## config.mk

```make
export PLATFORM = sky130hd
export DESIGN_NAME = jb_axi_lite_regs_bridge_flat
export DESIGN_NICKNAME = d
export VERILOG_FILES = /design/src/rtl/jb_axi_regs_if.sv /design/src/rtl/jb_axi_lite_regs_bridge.sv /design/src/flat_wrapper.sv
export SDC_FILE = /design/constraint.sdc
export NUM_CORES = 1
export LEC_CHECK = 0
export BUFFER_PORTS_ARGS = -buffer_cell sky130_fd_sc_hd__buf_4
export CAP_MARGIN = 15
export CORE_MARGIN = 4
export CORE_UTILIZATION = 46
export DETAILED_ROUTE_END_ITERATION = 12
export GPL_TIMING_DRIVEN = 0
export PLACE_DENSITY_LB_ADDON = 0.25
export SYNTH_ARGS = -nofsm -noshare
export SYNTH_HDL_FRONTEND = slang
export SYNTH_SLANG_ARGS = --single-unit
```

## constraint.sdc

```tcl
create_clock -name clk -period 6.63 [get_ports clk]
set_input_delay 1.326 -clock clk [delete_from_list [all_inputs] [get_ports clk]]
set_output_delay 1.326 -clock clk [all_outputs]
set_load 0.01 [all_outputs]
```

## src/rtl/jb_axi_regs_if.sv

```systemverilog
// rtl/jb_axi_regs_if.sv - register strobe interface between the AXI-Lite bridge and a register block
interface jb_axi_regs_if #(
    parameter int OFFSET_W = 11
);
    logic                wren;
    logic [OFFSET_W-1:0] wr_offset;
    logic [31:0]         wdata;
    logic                rden;
    logic [OFFSET_W-1:0] rd_offset;
    logic [31:0]         rdata;

    modport master (
        output wren, wr_offset, wdata, rden, rd_offset,
        input  rdata
    );

    modport slave (
        input  wren, wr_offset, wdata, rden, rd_offset,
        output rdata
    );
endinterface

```

## src/rtl/jb_axi_lite_regs_bridge.sv

```systemverilog
// rtl/jb_axi_lite_regs_bridge.sv - AXI4-Lite slave to register strobe bridge (JB_REGS_BRIDGE_WSTRB_EN enables byte-merge read-modify-write)
module jb_axi_lite_regs_bridge #(
    parameter int                    AXI_ADDR_W = 32,
    parameter int                    OFFSET_W   = 11,
    parameter logic [AXI_ADDR_W-1:0] BASE_ADDR  = '0
) (
    input  logic                  clk,
    input  logic                  srst,
    input  logic [AXI_ADDR_W-1:0] s_axi_awaddr,
    input  logic                  s_axi_awvalid,
    output logic                  s_axi_awready,
    input  logic [31:0]           s_axi_wdata,
    input  logic [3:0]            s_axi_wstrb,
    input  logic                  s_axi_wvalid,
    output logic                  s_axi_wready,
    output logic [1:0]            s_axi_bresp,
    output logic                  s_axi_bvalid,
    input  logic                  s_axi_bready,
    input  logic [AXI_ADDR_W-1:0] s_axi_araddr,
    input  logic                  s_axi_arvalid,
    output logic                  s_axi_arready,
    output logic [31:0]           s_axi_rdata,
    output logic [1:0]            s_axi_rresp,
    output logic                  s_axi_rvalid,
    input  logic                  s_axi_rready,
    jb_axi_regs_if.master         IFP_axi_rw
);
    localparam logic [1:0] RESP_OKAY   = 2'b00;
    localparam logic [1:0] RESP_SLVERR = 2'b10;

    typedef enum logic [2:0] {
        ST_IDLE    = 3'd0,
        ST_RD_EXEC = 3'd1,
        ST_RD_RESP = 3'd2,
        ST_WR_EXEC = 3'd3,
        ST_WR_RESP = 3'd4
`ifdef JB_REGS_BRIDGE_WSTRB_EN
        , ST_WR_RMW = 3'd5
`endif
    } state_t;

    state_t state, next_state;

    // readies stay low through reset and rise one cycle after release
    logic                  rdy_en;
    logic                  aw_held, w_held, ar_held;
    logic [AXI_ADDR_W-3:0] aw_word, ar_word;
    logic [31:0]           w_data;
    logic [3:0]            w_strb;
    logic                  prio_rd;
    logic [OFFSET_W-1:0]   rd_offset_r, wr_offset_r;
    logic [31:0]           wdata_r, rdata_r;
    logic [1:0]            rresp_r, bresp_r;
    logic                  rd_pend, wr_pend, rd_sel, wr_sel;
    logic                  aw_in_range, ar_in_range;
    logic                  unused_addr_bits;

    // byte address bits below word granularity carry no meaning here
    assign unused_addr_bits = ^{s_axi_awaddr[1:0], s_axi_araddr[1:0]};

    assign aw_in_range = (aw_word[AXI_ADDR_W-3:OFFSET_W] == BASE_ADDR[AXI_ADDR_W-1:OFFSET_W+2]);
    assign ar_in_range = (ar_word[AXI_ADDR_W-3:OFFSET_W] == BASE_ADDR[AXI_ADDR_W-1:OFFSET_W+2]);
    assign rd_pend     = ar_held;
    assign wr_pend     = aw_held && w_held;

    assign s_axi_awready = rdy_en && !aw_held;
    assign s_axi_wready  = rdy_en && !w_held;
    assign s_axi_arready = rdy_en && !ar_held;
    assign s_axi_bvalid  = (state == ST_WR_RESP);
    assign s_axi_bresp   = bresp_r;
    assign s_axi_rvalid  = (state == ST_RD_RESP);
    assign s_axi_rdata   = rdata_r;
    assign s_axi_rresp   = rresp_r;

    assign IFP_axi_rw.wren      = (state == ST_WR_EXEC);
`ifdef JB_REGS_BRIDGE_WSTRB_EN
    assign IFP_axi_rw.rden      = (state == ST_RD_EXEC) || (state == ST_WR_RMW);
`else
    assign IFP_axi_rw.rden      = (state == ST_RD_EXEC);
`endif
    assign IFP_axi_rw.wr_offset = wr_offset_r;
    assign IFP_axi_rw.wdata     = wdata_r;
    assign IFP_axi_rw.rd_offset = rd_offset_r;

`ifdef JB_REGS_BRIDGE_WSTRB_EN
    logic [31:0] merged_wdata;

    // keep the register's current bytes wherever the write strobe is clear
    always_comb begin
        merged_wdata = IFP_axi_rw.rdata;
        for (int i = 0; i < 4; i++) begin
            if (w_strb[i]) merged_wdata[8*i +: 8] = w_data[8*i +: 8];
        end
    end
`endif

    // state register
    always_ff @(posedge clk or posedge srst) begin
        if (srst) state <= ST_IDLE;
        else      state <= next_state;
    end

    // arbitration between pending read and write, and transaction sequencing
    always_comb begin
        next_state = state;
        rd_sel     = 1'b0;
        wr_sel     = 1'b0;
        case (state)
            ST_IDLE: begin
                if (rd_pend && (prio_rd || !wr_pend)) rd_sel = 1'b1;
                else if (wr_pend)                      wr_sel = 1'b1;
                if (rd_sel) begin
                    next_state = ar_in_range ? ST_RD_EXEC : ST_RD_RESP;
                end else if (wr_sel) begin
                    if (!aw_in_range || (w_strb == 4'h0)) next_state = ST_WR_RESP;
`ifdef JB_REGS_BRIDGE_WSTRB_EN
                    else if (w_strb != 4'hF)             next_state = ST_WR_RMW;
`endif
                    else                                  next_state = ST_WR_EXEC;
                end
            end
            ST_RD_EXEC: next_state = ST_RD_RESP;
            ST_RD_RESP: if (s_axi_rready) next_state = ST_IDLE;
`ifdef JB_REGS_BRIDGE_WSTRB_EN
            ST_WR_RMW:  next_state = ST_WR_EXEC;
`endif
            ST_WR_EXEC: next_state = ST_WR_RESP;
            ST_WR_RESP: if (s_axi_bready) next_state = ST_IDLE;
            default:    next_state = ST_IDLE;
        endcase
    end

    // channel holding registers, strobe payloads and response capture
    always_ff @(posedge clk or posedge srst) begin
        if (srst) begin
            rdy_en      <= 1'b0;
            aw_held     <= 1'b0;
            w_held      <= 1'b0;
            ar_held     <= 1'b0;
            aw_word     <= '0;
            ar_word     <= '0;
            w_data      <= '0;
            w_strb      <= '0;
            prio_rd     <= 1'b1;
            rd_offset_r <= '0;
            wr_offset_r <= '0;
            wdata_r     <= '0;
            rdata_r     <= '0;
            rresp_r     <= RESP_OKAY;
            bresp_r     <= RESP_OKAY;
        end else begin
            rdy_en <= 1'b1;
            if (s_axi_awvalid && s_axi_awready) begin
                aw_held <= 1'b1;
                aw_word <= s_axi_awaddr[AXI_ADDR_W-1:2];
            end
            if (s_axi_wvalid && s_axi_wready) begin
                w_held <= 1'b1;
                w_data <= s_axi_wdata;
                w_strb <= s_axi_wstrb;
            end
            if (s_axi_arvalid && s_axi_arready) begin
                ar_held <= 1'b1;
                ar_word <= s_axi_araddr[AXI_ADDR_W-1:2];
            end
            if ((state == ST_WR_RESP) && s_axi_bready) begin
                aw_held <= 1'b0;
                w_held  <= 1'b0;
            end
            if ((state == ST_RD_RESP) && s_axi_rready) ar_held <= 1'b0;

            if ((rd_sel || wr_sel) && rd_pend && wr_pend) prio_rd <= !prio_rd;

            if (rd_sel) begin
                if (ar_in_range) begin
                    rd_offset_r <= ar_word[OFFSET_W-1:0];
                end else begin
                    rdata_r <= '0;
                    rresp_r <= RESP_SLVERR;
                end
            end
            if (state == ST_RD_EXEC) begin
                rdata_r <= IFP_axi_rw.rdata;
                rresp_r <= RESP_OKAY;
            end

            if (wr_sel) begin
                bresp_r <= aw_in_range ? RESP_OKAY : RESP_SLVERR;
                if (next_state == ST_WR_EXEC) begin
                    wr_offset_r <= aw_word[OFFSET_W-1:0];
                    wdata_r     <= w_data;
                end
`ifdef JB_REGS_BRIDGE_WSTRB_EN
                if (next_state == ST_WR_RMW) begin
                    wr_offset_r <= aw_word[OFFSET_W-1:0];
                    rd_offset_r <= aw_word[OFFSET_W-1:0];
                end
`endif
            end
`ifdef JB_REGS_BRIDGE_WSTRB_EN
            if (state == ST_WR_RMW) wdata_r <= merged_wdata;
`endif
        end
    end
endmodule

```

## src/flat_wrapper.sv

```systemverilog
// flat-port wrapper written by rule: the top's interface ports become plain ports
module jb_axi_lite_regs_bridge_flat 
#(
    parameter int                    AXI_ADDR_W = 32,
    parameter int                    OFFSET_W   = 11,
    parameter logic [AXI_ADDR_W-1:0] BASE_ADDR  = '0
)
  (clk, srst, s_axi_awaddr, s_axi_awvalid, s_axi_awready, s_axi_wdata, s_axi_wstrb, s_axi_wvalid, s_axi_wready, s_axi_bresp, s_axi_bvalid, s_axi_bready, s_axi_araddr, s_axi_arvalid, s_axi_arready, s_axi_rdata, s_axi_rresp, s_axi_rvalid, s_axi_rready, IFP_axi_rw_wren, IFP_axi_rw_wr_offset, IFP_axi_rw_wdata, IFP_axi_rw_rden, IFP_axi_rw_rd_offset, IFP_axi_rw_rdata);
  jb_axi_regs_if #(.OFFSET_W(OFFSET_W)) IFP_axi_rw_i ();
  input  logic clk;
  input  logic srst;
  input  logic [AXI_ADDR_W-1:0] s_axi_awaddr;
  input  logic s_axi_awvalid;
  output logic s_axi_awready;
  input  logic [31:0] s_axi_wdata;
  input  logic [3:0] s_axi_wstrb;
  input  logic s_axi_wvalid;
  output logic s_axi_wready;
  output logic [1:0] s_axi_bresp;
  output logic s_axi_bvalid;
  input  logic s_axi_bready;
  input  logic [AXI_ADDR_W-1:0] s_axi_araddr;
  input  logic s_axi_arvalid;
  output logic s_axi_arready;
  output logic [31:0] s_axi_rdata;
  output logic [1:0] s_axi_rresp;
  output logic s_axi_rvalid;
  input  logic s_axi_rready;
  output wire logic [$bits(IFP_axi_rw_i.wren)-1:0] IFP_axi_rw_wren;
  output wire logic [$bits(IFP_axi_rw_i.wr_offset)-1:0] IFP_axi_rw_wr_offset;
  output wire logic [$bits(IFP_axi_rw_i.wdata)-1:0] IFP_axi_rw_wdata;
  output wire logic [$bits(IFP_axi_rw_i.rden)-1:0] IFP_axi_rw_rden;
  output wire logic [$bits(IFP_axi_rw_i.rd_offset)-1:0] IFP_axi_rw_rd_offset;
  input wire logic [$bits(IFP_axi_rw_i.rdata)-1:0] IFP_axi_rw_rdata;
  assign IFP_axi_rw_wren = IFP_axi_rw_i.wren;
  assign IFP_axi_rw_wr_offset = IFP_axi_rw_i.wr_offset;
  assign IFP_axi_rw_wdata = IFP_axi_rw_i.wdata;
  assign IFP_axi_rw_rden = IFP_axi_rw_i.rden;
  assign IFP_axi_rw_rd_offset = IFP_axi_rw_i.rd_offset;
  assign IFP_axi_rw_i.rdata = IFP_axi_rw_rdata;
  jb_axi_lite_regs_bridge #(.AXI_ADDR_W(AXI_ADDR_W), .OFFSET_W(OFFSET_W), .BASE_ADDR(BASE_ADDR)) u_core (.clk(clk), .srst(srst), .s_axi_awaddr(s_axi_awaddr), .s_axi_awvalid(s_axi_awvalid), .s_axi_awready(s_axi_awready), .s_axi_wdata(s_axi_wdata), .s_axi_wstrb(s_axi_wstrb), .s_axi_wvalid(s_axi_wvalid), .s_axi_wready(s_axi_wready), .s_axi_bresp(s_axi_bresp), .s_axi_bvalid(s_axi_bvalid), .s_axi_bready(s_axi_bready), .s_axi_araddr(s_axi_araddr), .s_axi_arvalid(s_axi_arvalid), .s_axi_arready(s_axi_arready), .s_axi_rdata(s_axi_rdata), .s_axi_rresp(s_axi_rresp), .s_axi_rvalid(s_axi_rvalid), .s_axi_rready(s_axi_rready), .IFP_axi_rw(IFP_axi_rw_i));
endmodule
```

==> results of run 1 <==
-- synth_stat cells (all sizes together) (3+ instances only) --
library cell / n / area [um2]
dfrtp: 191 / 4780
a21oi: 9 / 45.0
clkbuf: 17 / 63.8
buf: 9 / 90.1
o21ai: 35 / 175
nor3b: 4 / 30.0
nor2: 4 / 15.0
mux2: 150 / 1720
nand2: 70 / 263
nor2b: 3 / 18.8
inv: 5 / 18.8
nor4: 9 / 56.3
nor3: 5 / 36.3
-- logic make-up (layout without fill, tap and decap cells) --
logic type | count (synthesis) | count (layout)
AO/OA/AOI/OAI | 48 | 48
XOR/XNOR | 1 | 1
flip-flops | 192 | 192
buffers and inverters | 32 | 293
AND/OR/NAND/NOR | 102 | 102
other | 2 | 3
multiplexers | 150 | 150
-- worst reg2reg max path, cell delays in order (launching register included) --
cell and delay (ns):
sky130_fd_sc_hd__dfrtp_1 0.37, sky130_fd_sc_hd__nor4_1 0.42, sky130_fd_sc_hd__nand4_1 0.17, sky130_fd_sc_hd__or4_4 0.49, sky130_fd_sc_hd__nor3_4 0.31, sky130_fd_sc_hd__buf_12 0.19
sky130_fd_sc_hd__mux2_4 0.31
-- power groups by stage --
| stage | clock [mW] | combinational, mW | sequential, mW |
|---|---|---|---|
| finish | 0.905 | 0.635 | 1.66 |
| global route | 0.973 | 0.707 | 1.70 |
| CTS | 0.931 | 0.650 | 1.66 |
| detailed placement | 0 | 0.649 | 1.68 |
| global placement | 0 | 0.609 | 1.65 |
| floorplan | 0 | 0.470 | 1.63 |
-- stage by stage --
step	instance area, um2	hold WS, ns	utilization	worst slack (ns)
after floorplan	7460	0.459	-	0.0785
after global routing	10000	0.505	0.630	3.22
after detailed placement	9490	0.476	0.597	3.81
after CTS	10000	0.491	0.630	3.36
after global placement	9450	0.465	0.595	-1.56
final	10000	0.489	0.630	3.41
-- how the worst min path moves through the flow --
| stage | start | to | slack [ns] | depth (start not counted) |
|---|---|---|---|---|
| finish | u_core.IFP_axi_rw.rd_offset[9] | u_core.IFP_axi_rw.rd_offset[9] | 0.49 | 1 |
| global route | u_core.w_data[19] | u_core.IFP_axi_rw.wdata[19] | 0.50 | 1 |
| global placement | u_core.w_data[19] | u_core.IFP_axi_rw.wdata[19] | 0.46 | 1 |
| floorplan | u_core.ar_word[10] | u_core.IFP_axi_rw.rd_offset[10] | 0.46 | 1 |
| detailed placement | u_core.IFP_axi_rw.wdata[26] | u_core.IFP_axi_rw.wdata[26] | 0.48 | 1 |
| CTS | u_core.IFP_axi_rw.wdata[26] | u_core.IFP_axi_rw.wdata[26] | 0.49 | 1 |
-- layout make-up --
cell class	count	area, um2	share of cell area
plain buffers	26	154	0.0154
well taps	216	270	0.0270
flip-flops and latches	192	4810	0.480
repair buffers	230	1750	0.175
multi-input cells	304	2480	0.248
inverters	6	30.0	0.00300
clock buffers	23	458	0.0458
clock inverters	8	60.1	0.00600
-- registers in the layout (all words and copies together), names as in the netlist, 3 cells and up --
signal / flops
u_core.IFP_axi_rw.rd_offset: 11
u_core.IFP_axi_rw.wdata: 32
u_core.IFP_axi_rw.wr_offset: 11
u_core.ar_word: 30
u_core.aw_word: 30
u_core.s_axi_rdata: 32
u_core.state: 3
u_core.w_data: 32
u_core.w_strb: 4
-- layer usage --
layer,share of wire,GRT usage,wire length (um)
met5,0,0,0
met4,0.023,0.0672,393
met3,0.073,0.0646,1240
met2,0.51,0.325,8670
met1,0.39,0.221,6630
==> metrics.txt, run 1 <==
# TYPE chip_impl_metric gauge
chip_impl_info{name="status",value="complete, no violations"} 1
chip_impl_metric{name="die_height",unit="um"} 135
chip_impl_metric{name="crit_path_max_incr_delay",unit="ns"} 0.43
chip_impl_metric{name="chipWidth",unit="um"} 135
chip_impl_metric{name="drv_cap",unit=""} 0
chip_impl_metric{name="clock_tree.htree_level_count",unit=""} 4
chip_impl_metric{name="power.total",unit="mW"} 3.20
chip_impl_metric{name="power.share.sequential",unit=""} 0.519
chip_impl_metric{name="r2r.worst_path.cells",unit=""} 6
chip_impl_metric{name="cts_setup_buffers",unit=""} 0
chip_impl_metric{name="final.period_utilization",unit=""} 0.486
chip_impl_metric{name="ioPinCount",unit=""} 236
chip_impl_metric{name="max_slew.worst_pin.slew",unit="ns"} 0.852
chip_impl_metric{name="power.density",unit="nW/um2"} 320
chip_impl_metric{name="numClockSinks",unit=""} 192
chip_impl_metric{name="core_area",unit="um2"} 15900
chip_impl_metric{name="ys_types",unit=""} 34
chip_impl_metric{name="post_synth_and_or_nand_nor_area_fraction",unit=""} 0.0634
chip_impl_metric{name="postCtsHoldBufs",unit=""} 0
chip_impl_metric{name="synth_edf_count",unit=""} 0
chip_impl_info{name="critPathLaunch",value="u_core.state[2]"} 1
chip_impl_metric{name="grt-ovfl-total",unit=""} 0
chip_impl_metric{name="drt_first_iter_violations",unit=""} 171
chip_impl_metric{name="synth.cell_area",unit="um2"} 7460
chip_impl_metric{name="layout.cells.non_filler",unit=""} 1005
chip_impl_metric{name="final_max_slew_viol_count",unit=""} 0
chip_impl_metric{name="grt_start_max_net_pins",unit=""} 128
chip_impl_metric{name="synth_mux_area_frac",unit=""} 0.231
chip_impl_info{name="worstReg2RegStart",value="u_core.ar_word[14]"} 1
chip_impl_info{name="tritoncts",value="yes"} 1
chip_impl_metric{name="synth_xor_area_frac",unit=""} 0.00117
chip_impl_metric{name="switching_share",unit=""} 0.265
chip_impl_metric{name="finalHoldViolCount",unit=""} 0
chip_impl_metric{name="postSynth.asyncResetShare",unit=""} 1.00
chip_impl_metric{name="grt_use_total",unit=""} 0.189
chip_impl_info{name="rsz0062_at_grt",value="no"} 1
chip_impl_metric{name="internal_power_of_the_cells",unit="mW"} 2.35
chip_impl_metric{name="synth_adder_area_share",unit=""} 0
chip_impl_metric{name="design.die.area",unit="um2"} 18300
chip_impl_metric{name="comb_power_share",unit=""} 0.198
chip_impl_metric{name="antenna_violating_nets_post_route",unit=""} 0
chip_impl_metric{name="static-leakage-power",unit="nW"} 4.91
chip_impl_info{name="dominant_combinational_cell_family_by_area_after_synthesis",value="multiplexers"} 1
chip_impl_metric{name="place.port_buffers",unit=""} 229
chip_impl_metric{name="post_synth_inst_count",unit=""} 527
chip_impl_info{name="worstPathCellList",value="nor2_1, nand2_1, clkinv_1, clkbuf_1, buf_4"} 1
chip_impl_metric{name="max_clock_freq",unit="MHz"} 310
chip_impl_metric{name="worstPathBufferInverterCount",unit=""} 3
chip_impl_metric{name="grt_antenna_before_repair",unit=""} 0
chip_impl_metric{name="worst_ep_required_time",unit="ns"} 5.30
chip_impl_info{name="clockRootBuffer",value="sky130_fd_sc_hd__clkbuf_16"} 1
chip_impl_info{name="critPathTopFamily",value="buffers and inverters"} 1
chip_impl_info{name="end_kind",value="output pin"} 1
chip_impl_metric{name="cp_data_arrival_time",unit="ns"} 1.90
chip_impl_metric{name="post_cts.resized_instances",unit=""} 0
chip_impl_metric{name="drtPass1Iterations",unit=""} 4
chip_impl_metric{name="net_switching_power",unit="mW"} 0.847
chip_impl_metric{name="antenna_cells",unit=""} 0
chip_impl_metric{name="setup_viol",unit=""} 0
chip_impl_info{name="setup.worst_path.class",value="reg -> out"} 1
chip_impl_metric{name="place_congestion",unit=""} 0.773
chip_impl_metric{name="worst_ir_drop_vdd",unit="uV"} 190
chip_impl_metric{name="post_drt_via_cell_ratio",unit=""} 4.97
chip_impl_metric{name="design.final.nets",unit=""} 916
chip_impl_metric{name="min_period",unit="ns"} 3.22
chip_impl_metric{name="syn-mean-instance-area",unit="um2"} 14.2
chip_impl_metric{name="synth_compound_gate_area_share",unit=""} 0.0352
chip_impl_metric{name="grt_pass1_wl",unit="um"} 27300
chip_impl_metric{name="placementRows",unit=""} 46
chip_impl_metric{name="insertion_delay",unit="ns"} 0.42
chip_impl_metric{name="dpl.hpwl",unit="um"} 12900
chip_impl_info{name="worstSetupStartpointType",value="flop"} 1
chip_impl_info{name="synth_flop_cell",value="sky130_fd_sc_hd__dfrtp_1"} 1
chip_impl_metric{name="tritoncts.num_buffers",unit=""} 17
chip_impl_info{name="rr_endpoint",value="u_core.IFP_axi_rw.rd_offset[2]"} 1
chip_impl_metric{name="via_count_of_the_first_global_routing_pass",unit=""} 5449
chip_impl_metric{name="share_clk_of_total_power",unit=""} 0.283
chip_impl_metric{name="synth_seq_cells",unit=""} 192
chip_impl_metric{name="synth_seq_area_share",unit=""} 0.644
chip_impl_info{name="layout_common_cells",value="sky130_fd_sc_hd__buf_4 (231), sky130_fd_sc_hd__dfrtp_1 (191), sky130_fd_sc_hd__mux2_2 (129), sky130_fd_sc_hd__nand2_1 (70)"} 1
chip_impl_metric{name="critical_path_cell_count",unit=""} 5
chip_impl_info{name="cpMaxStageDelayCell",value="sky130_fd_sc_hd__dfrtp_1"} 1
chip_impl_metric{name="detail_route.drc_violations",unit=""} 0
chip_impl_metric{name="totalWireLength",unit="um"} 16900
chip_impl_metric{name="relSlewSlack",unit=""} 0.431
chip_impl_metric{name="clkSlewWorstSetupHoldPaths",unit="ns"} 0.06
chip_impl_info{name="most_common_cell_after_layout_fill_and_taps_aside",value="sky130_fd_sc_hd__buf_4"} 1
chip_impl_info{name="hold_path.class",value="reg -> reg"} 1
chip_impl_metric{name="start_util",unit=""} 0.469
chip_impl_metric{name="worst-r2r-setup-slack",unit="ns"} 4.25
chip_impl_metric{name="vias",unit=""} 4990
chip_impl_metric{name="max-clock-path-buffers",unit=""} 2
chip_impl_metric{name="timing.setup.tns",unit="ns"} 0
chip_impl_info{name="worst_setup_path_endpoint",value="IFP_axi_rw_rden"} 1
chip_impl_metric{name="detail_route.wl_per_cell",unit="um"} 16.8
chip_impl_metric{name="timing.clock.skew",unit="ns"} 0.00973
chip_impl_metric{name="area.growth.synth_to_final",unit="%"} 34.1
chip_impl_metric{name="dp.cells",unit=""} 974
chip_impl_metric{name="num-fill-cells",unit=""} 1254
chip_impl_metric{name="path_max_fanout",unit=""} 10
chip_impl_metric{name="drive_above_1_share",unit=""} 0.518
chip_impl_metric{name="ys.warnings.count",unit=""} 0
Note: power is estimated with default switching activity, not from simulation.
==> run 2, diff against run 1 <==
==> constraint.sdc (replaced) <==
create_clock -name clk -period 2.8 [get_ports clk]
set_input_delay 0.56 -clock clk [delete_from_list [all_inputs] [get_ports clk]]
set_output_delay 0.56 -clock clk [all_outputs]
set_load 0.01 [all_outputs]
==> metrics.txt, run 2 (synthesized netlist as in run 1, its figures left out) <==
# TYPE chip_impl_metric gauge
chip_impl_metric{name="hold_path_depth",unit=""} 2
chip_impl_metric{name="share_clk_of_total_power",unit=""} 0.315
chip_impl_metric{name="clkSlewWorstSetupHoldPaths",unit="ns"} 0.07
chip_impl_metric{name="internal_power_of_the_cells",unit="mW"} 5.87
chip_impl_metric{name="power.density",unit="nW/um2"} 786
chip_impl_metric{name="antenna_violating_nets_post_route",unit=""} 0
chip_impl_metric{name="totalWireLength",unit="um"} 17500
chip_impl_metric{name="relSlewSlack",unit=""} 0.393
chip_impl_info{name="hold_end",value="u_core.ar_held"} 1
chip_impl_metric{name="grt-ovfl-total",unit=""} 0
chip_impl_info{name="status",value="complete, no violations"} 1
chip_impl_metric{name="max-clock-path-buffers",unit=""} 2
chip_impl_metric{name="drtPass1Iterations",unit=""} 4
chip_impl_metric{name="min_period",unit="ns"} 2.46
chip_impl_metric{name="max_clock_freq",unit="MHz"} 407
chip_impl_metric{name="worst_ir_drop_vdd",unit="uV"} 422
chip_impl_info{name="worstSetupStartpointType",value="flop"} 1
chip_impl_metric{name="dpl.hpwl",unit="um"} 13600
chip_impl_info{name="hold_path.class",value="in -> reg"} 1
chip_impl_metric{name="place_congestion",unit=""} 0.784
chip_impl_metric{name="design.die.area",unit="um2"} 18300
chip_impl_info{name="rsz0062_at_grt",value="no"} 1
chip_impl_metric{name="post-route-util",unit=""} 0.639
chip_impl_metric{name="static-leakage-power",unit="nW"} 4.97
chip_impl_metric{name="timing.clock.skew",unit="ns"} 0.00799
chip_impl_metric{name="detail_route.drc_violations",unit=""} 0
chip_impl_metric{name="design.final.nets",unit=""} 919
chip_impl_metric{name="grt_antenna_before_repair",unit=""} 0
chip_impl_metric{name="path_max_fanout",unit=""} 10
chip_impl_metric{name="post_cts.resized_instances",unit=""} 0
chip_impl_metric{name="drive_above_1_share",unit=""} 0.527
chip_impl_metric{name="vias",unit=""} 4986
chip_impl_info{name="layout_common_cells",value="sky130_fd_sc_hd__buf_4 (231), sky130_fd_sc_hd__dfrtp_1 (191), sky130_fd_sc_hd__mux2_2 (129), sky130_fd_sc_hd__nand2_1 (70), sky130_fd_sc_hd__o21ai_0 (22)"} 1
chip_impl_info{name="worstPathCellList",value="nor4_1, nand3_1, nor3_1, and2_1, buf_2, buf_6, mux2_2"} 1
chip_impl_info{name="tritoncts",value="yes"} 1
chip_impl_metric{name="place.port_buffers",unit=""} 229
chip_impl_metric{name="start_util",unit=""} 0.469
chip_impl_info{name="end_kind",value="flop"} 1
chip_impl_metric{name="cts_setup_buffers",unit=""} 0
chip_impl_info{name="critPathTopFamily",value="simple AND/OR/NAND/NOR gates"} 1
chip_impl_metric{name="detail_route.wl_per_cell",unit="um"} 17.3
chip_impl_metric{name="insertion_delay",unit="ns"} 0.42
chip_impl_info{name="setup.worst_path.class",value="reg -> reg"} 1
chip_impl_metric{name="max_slew.worst_pin.slew",unit="ns"} 0.908
chip_impl_info{name="cpMaxStageDelayCell",value="sky130_fd_sc_hd__nor4_1"} 1
chip_impl_metric{name="worst_ep_required_time",unit="ns"} 3.10
chip_impl_metric{name="via_count_of_the_first_global_routing_pass",unit=""} 5658
chip_impl_metric{name="switching_share",unit=""} 0.264
chip_impl_metric{name="core_area",unit="um2"} 15900
chip_impl_metric{name="worst-r2r-setup-slack",unit="ns"} 0.34
chip_impl_info{name="clockRootBuffer",value="sky130_fd_sc_hd__clkbuf_16"} 1
chip_impl_metric{name="power.share.sequential",unit=""} 0.494
chip_impl_metric{name="area.growth.synth_to_final",unit="%"} 36.1
chip_impl_metric{name="worstPathBufferInverterCount",unit=""} 2
chip_impl_metric{name="crit_path_max_incr_delay",unit="ns"} 0.40
chip_impl_metric{name="grt_start_max_net_pins",unit=""} 43
chip_impl_metric{name="die_height",unit="um"} 135
chip_impl_metric{name="timing.setup.tns",unit="ns"} 0
chip_impl_metric{name="cp_data_arrival_time",unit="ns"} 2.76
chip_impl_metric{name="drv_cap",unit=""} 0
chip_impl_metric{name="comb_power_share",unit=""} 0.191
chip_impl_info{name="rr_endpoint",value="u_core.IFP_axi_rw.wr_offset[2]"} 1
chip_impl_metric{name="tritoncts.num_buffers",unit=""} 17
chip_impl_info{name="hold_start",value="s_axi_rready"} 1
chip_impl_metric{name="net_switching_power",unit="mW"} 2.11
chip_impl_metric{name="grt_use_total",unit=""} 0.195
chip_impl_info{name="most_common_cell_after_layout_fill_and_taps_aside",value="sky130_fd_sc_hd__buf_4"} 1
chip_impl_metric{name="final.period_utilization",unit=""} 0.877
chip_impl_metric{name="placementRows",unit=""} 46
chip_impl_metric{name="post_drt_via_cell_ratio",unit=""} 4.94
chip_impl_metric{name="grt_pass1_wl",unit="um"} 28200
chip_impl_metric{name="chipWidth",unit="um"} 135
chip_impl_metric{name="clock_tree.htree_level_count",unit=""} 4
chip_impl_metric{name="numClockSinks",unit=""} 192
chip_impl_info{name="worstReg2RegStart",value="u_core.aw_word[22]"} 1
chip_impl_metric{name="setup_viol",unit=""} 0
chip_impl_metric{name="r2r.worst_path.cells",unit=""} 7
chip_impl_metric{name="drt_first_iter_violations",unit=""} 154
chip_impl_info{name="critPathLaunch",value="u_core.aw_word[22]"} 1
chip_impl_metric{name="ioPinCount",unit=""} 236
chip_impl_metric{name="finalHoldViolCount",unit=""} 0
chip_impl_metric{name="antenna_cells",unit=""} 0
chip_impl_metric{name="postCtsHoldBufs",unit=""} 0
chip_impl_metric{name="final_max_slew_viol_count",unit=""} 0
run 2: changes by cell type in the layout (fill, tap and decap cells not counted):
cell / delta
sky130_fd_sc_hd__clkinv_4: -3
sky130_fd_sc_hd__clkinvlp_4: +3
sky130_fd_sc_hd__buf_16: -1
sky130_fd_sc_hd__buf_12: +4
sky130_fd_sc_hd__bufinv_16: +3
sky130_fd_sc_hd__inv_6: +2
sky130_fd_sc_hd__clkbuf_1: -5
sky130_fd_sc_hd__inv_8: +1
run 2: metal layers:
layer | up-vias | routed length, um | global-route usage | share of wire
met2 | 148 | 9030 | 0.333 | 0.52
li1 | 2320 | - | - | -
met4 | 0 | 512 | 0.0795 | 0.029
met1 | 2480 | 6910 | 0.234 | 0.40
met5 | - | 0 | 0 | 0
met3 | 38 | 1040 | 0.0520 | 0.059
run 2: area by class of cell:
| cell class | instances | area [um2] |
|---|---|---|
| Fill cell | 1251 | 5730 |
| Clock buffer | 18 | 439 |
| Tap cell | 216 | 270 |
| Multi-Input combinational cell | 304 | 2480 |
| Buffer | 26 | 154 |
| Inverter | 6 | 26.3 |
| Sequential cell | 192 | 4810 |
| Clock inverter | 14 | 179 |
| Timing Repair Buffer | 233 | 1800 |
run 2: worst max path at each step:
| stage | end | depth (start not counted) |
|---|---|---|
| after floorplan | u_core.IFP_axi_rw.rd_offset[0] | 1 |
| after global placement | u_core.s_axi_rdata[20] | 2 |
| after detailed placement | u_core.IFP_axi_rw.rd_offset[0] | 6 |
| after CTS | IFP_axi_rw_rden | 5 |
| after global routing | IFP_axi_rw_rden | 5 |
| final | u_core.IFP_axi_rw.wr_offset[2] | 7 |
run 2: stage by stage:
stage / std cells / hold slack [ns] / setup WS, ns / total power [mW] / cell area [um2]
floorplan: 528 / 0.459 / -0.236 / 4.96 / 7460
global placement: 973 / 0.464 / -1.19 / 5.34 / 9450
detailed placement: 977 / 0.480 / 0.357 / 5.54 / 9530
CTS: 1009 / 0.298 / 0.314 / 8.07 / 10200
global route: 1009 / 0.313 / 0.169 / 8.40 / 10200
finish: 1009 / 0.319 / 0.344 / 7.98 / 10200
run 2: power by group through the flow:
stage	registers, mW	clock network, mW	logic [mW]
3_5_place_dp	3.99	0	1.55
4_1_cts	3.94	2.57	1.56
5_1_grt	4.02	2.69	1.69
3_3_place_gp	3.91	0	1.44
2_1_floorplan	3.85	0	1.11
6_report	3.94	2.51	1.53
==> run 3, diff against run 2 <==
--- a/config.mk
+++ b/config.mk
@@ -5,7 +5,7 @@
 export SDC_FILE = /design/constraint.sdc
 export NUM_CORES = 1
 export LEC_CHECK = 0
-export BUFFER_PORTS_ARGS = -buffer_cell sky130_fd_sc_hd__buf_4
+export BUFFER_PORTS_ARGS = -buffer_cell sky130_fd_sc_hd__buf_2
 export CAP_MARGIN = 15
 export CORE_MARGIN = 4
 export CORE_UTILIZATION = 46
==> metrics.txt, run 3 (synthesized netlist as in run 1, its figures left out) <==
# TYPE chip_impl_metric gauge
chip_impl_metric{name="max_clock_freq",unit="MHz"} 407
chip_impl_metric{name="start_util",unit=""} 0.469
chip_impl_info{name="status",value="complete, no violations"} 1
chip_impl_info{name="most_common_cell_after_layout_fill_and_taps_aside",value="sky130_fd_sc_hd__buf_2"} 1
chip_impl_metric{name="postCtsHoldBufs",unit=""} 0
chip_impl_metric{name="grt_pass1_wl",unit="um"} 27400
chip_impl_metric{name="design.die.area",unit="um2"} 18300
chip_impl_metric{name="max_slew.worst_pin.slew",unit="ns"} 0.751
chip_impl_metric{name="placement.cell_area",unit="um2"} 8960
chip_impl_metric{name="clock_tree.htree_level_count",unit=""} 4
chip_impl_metric{name="cts_setup_buffers",unit=""} 0
chip_impl_metric{name="clkSlewWorstSetupHoldPaths",unit="ns"} 0.07
chip_impl_metric{name="power.density",unit="nW/um2"} 811
chip_impl_metric{name="relSlewSlack",unit=""} 0.498
chip_impl_metric{name="num-fill-cells",unit=""} 1291
chip_impl_metric{name="totalWireLength",unit="um"} 17000
chip_impl_metric{name="detail_route.drc_violations",unit=""} 0
chip_impl_metric{name="final_max_slew_viol_count",unit=""} 0
chip_impl_metric{name="worst-r2r-setup-slack",unit="ns"} 0.39
chip_impl_metric{name="design_area",unit="um2"} 9550
chip_impl_metric{name="chipWidth",unit="um"} 135
chip_impl_metric{name="dpl.hpwl",unit="um"} 13100
chip_impl_metric{name="final.period_utilization",unit=""} 0.878
chip_impl_metric{name="tritoncts.num_buffers",unit=""} 17
chip_impl_info{name="worstReg2RegStart",value="u_core.ar_word[14]"} 1
chip_impl_metric{name="min_period",unit="ns"} 2.46
chip_impl_metric{name="power.total",unit="mW"} 7.74
chip_impl_info{name="tritoncts",value="yes"} 1
chip_impl_metric{name="core_area",unit="um2"} 15900
chip_impl_metric{name="via_count_of_the_first_global_routing_pass",unit=""} 5523
chip_impl_metric{name="vias",unit=""} 5009
chip_impl_metric{name="ioPinCount",unit=""} 236
chip_impl_info{name="cpMaxStageDelayCell",value="sky130_fd_sc_hd__dfrtp_1"} 1
chip_impl_metric{name="insertion_delay",unit="ns"} 0.42
chip_impl_info{name="hold_path.class",value="in -> async"} 1
chip_impl_metric{name="drv_cap",unit=""} 0
chip_impl_metric{name="place.port_buffers",unit=""} 229
chip_impl_info{name="clockRootBuffer",value="sky130_fd_sc_hd__clkbuf_16"} 1
chip_impl_metric{name="post_cts.resized_instances",unit=""} 0
chip_impl_metric{name="r2r.worst_path.cells",unit=""} 6
chip_impl_info{name="rsz0062_at_grt",value="no"} 1
chip_impl_info{name="layout_common_cells",value="sky130_fd_sc_hd__buf_2 (231), sky130_fd_sc_hd__dfrtp_1 (191), sky130_fd_sc_hd__mux2_2 (129), sky130_fd_sc_hd__nand2_1 (70), sky130_fd_sc_hd__o21ai_0 (22)"} 1
chip_impl_info{name="setup.worst_path.class",value="reg -> out"} 1
chip_impl_metric{name="whs",unit="ns"} 0.246
chip_impl_metric{name="finalHoldViolCount",unit=""} 0
chip_impl_metric{name="path_max_fanout",unit=""} 10
chip_impl_metric{name="area.growth.synth_to_final",unit="%"} 28.1
chip_impl_metric{name="drt_first_iter_violations",unit=""} 141
chip_impl_info{name="worstSetupStartpointType",value="flop"} 1
chip_impl_metric{name="grt_start_max_net_pins",unit=""} 44
chip_impl_metric{name="timing.clock.skew",unit="ns"} 0.00719
chip_impl_info{name="end_kind",value="output pin"} 1
chip_impl_metric{name="cp_data_arrival_time",unit="ns"} 1.90
chip_impl_metric{name="die_height",unit="um"} 135
chip_impl_metric{name="grt_use_total",unit=""} 0.190
chip_impl_metric{name="worst_ep_required_time",unit="ns"} 2.24
chip_impl_metric{name="drtPass1Iterations",unit=""} 4
chip_impl_metric{name="place_congestion",unit=""} 0.763
chip_impl_metric{name="setup_viol",unit=""} 0
chip_impl_metric{name="max-clock-path-buffers",unit=""} 2
chip_impl_metric{name="post-route-util",unit=""} 0.601
chip_impl_metric{name="grt_antenna_before_repair",unit=""} 0
chip_impl_metric{name="detail_route.wl_per_cell",unit="um"} 16.8
chip_impl_metric{name="static-leakage-power",unit="nW"} 4.86
chip_impl_metric{name="crit_path_max_incr_delay",unit="ns"} 0.43
chip_impl_metric{name="placementRows",unit=""} 46
chip_impl_metric{name="drive_above_1_share",unit=""} 0.522
chip_impl_info{name="worstPathCellList",value="nor2_1, nand2_1, clkinv_1, clkbuf_1, buf_2"} 1
chip_impl_metric{name="design.final.nets",unit=""} 919
chip_impl_info{name="rr_endpoint",value="u_core.IFP_axi_rw.rd_offset[1]"} 1
chip_impl_metric{name="worst_ir_drop_vdd",unit="uV"} 405
chip_impl_metric{name="antenna_violating_nets_post_route",unit=""} 0
chip_impl_metric{name="numClockSinks",unit=""} 192
chip_impl_info{name="worst_setup_path_endpoint",value="IFP_axi_rw_rden"} 1
chip_impl_metric{name="grt-ovfl-total",unit=""} 0
chip_impl_metric{name="post_drt_via_cell_ratio",unit=""} 4.96
chip_impl_info{name="critPathLaunch",value="u_core.state[2]"} 1
[run 3: critical path, delay by kind of cell, from the launching register on]
kind | cells | cell delay (ns)
buffers and inverters | 3 | 0.77
DFF | 1 | 0.43
and+or+nand+nor | 2 | 0.29
[run 3: report_power, final]
part | switching (mW) | internal, mW
registers | 0.400 | 3.53
logic | 0.616 | 0.826
clock network | 0.976 | 1.39
[run 3: metal layers]
layer  vias up  wire length, um  track usage  share of wire
li1       2322                -            -              -
met1      2489             6800        0.229           0.40
met2       158             8710        0.326           0.51
met3        40              888       0.0446          0.052
met4         0              558       0.0879          0.033
met5         -                0            0              0
[run 3: final cells by class]
class | count | area [um2] | area share
timing repair buffer | 233 | 1230 | 0.128
buffer | 26 | 154 | 0.0161
multi-input combinational | 304 | 2480 | 0.260
inverter | 6 | 26.3 | 0.00275
tap | 216 | 270 | 0.0283
clock inverter | 8 | 105 | 0.0110
sequential | 192 | 4810 | 0.503
antenna | 1 | 2.50 | 0.000262
clock buffer | 24 | 482 | 0.0504
[run 3: how the worst min path moves through the flow]
| stage | start | slack [ns] | to | cells past startpoint |
|---|---|---|---|---|
| after global placement | u_core.IFP_axi_rw.wdata[23] | 0.46 | u_core.IFP_axi_rw.wdata[23] | 1 |
| after CTS | srst | 0.25 | u_core.ar_word[18] | 2 |
| after detailed placement | u_core.IFP_axi_rw.wdata[20] | 0.47 | u_core.IFP_axi_rw.wdata[20] | 1 |
| after global routing | srst | 0.29 | u_core.ar_word[18] | 2 |
| final | srst | 0.25 | u_core.ar_word[18] | 2 |
| after floorplan | u_core.ar_word[10] | 0.46 | u_core.IFP_axi_rw.rd_offset[10] | 1 |
[run 3: per-stage QoR]
stage | std cells | setup TNS, ns | setup WS (ns)
2_1_floorplan | 528 | -45.00 | -0.236
3_3_place_gp | 973 | -225.08 | -1.19
3_5_place_dp | 977 | 0 | 0.387
4_1_cts | 1009 | 0 | 0.305
5_1_grt | 1009 | 0 | 0.138
6_report | 1010 | 0 | 0.342
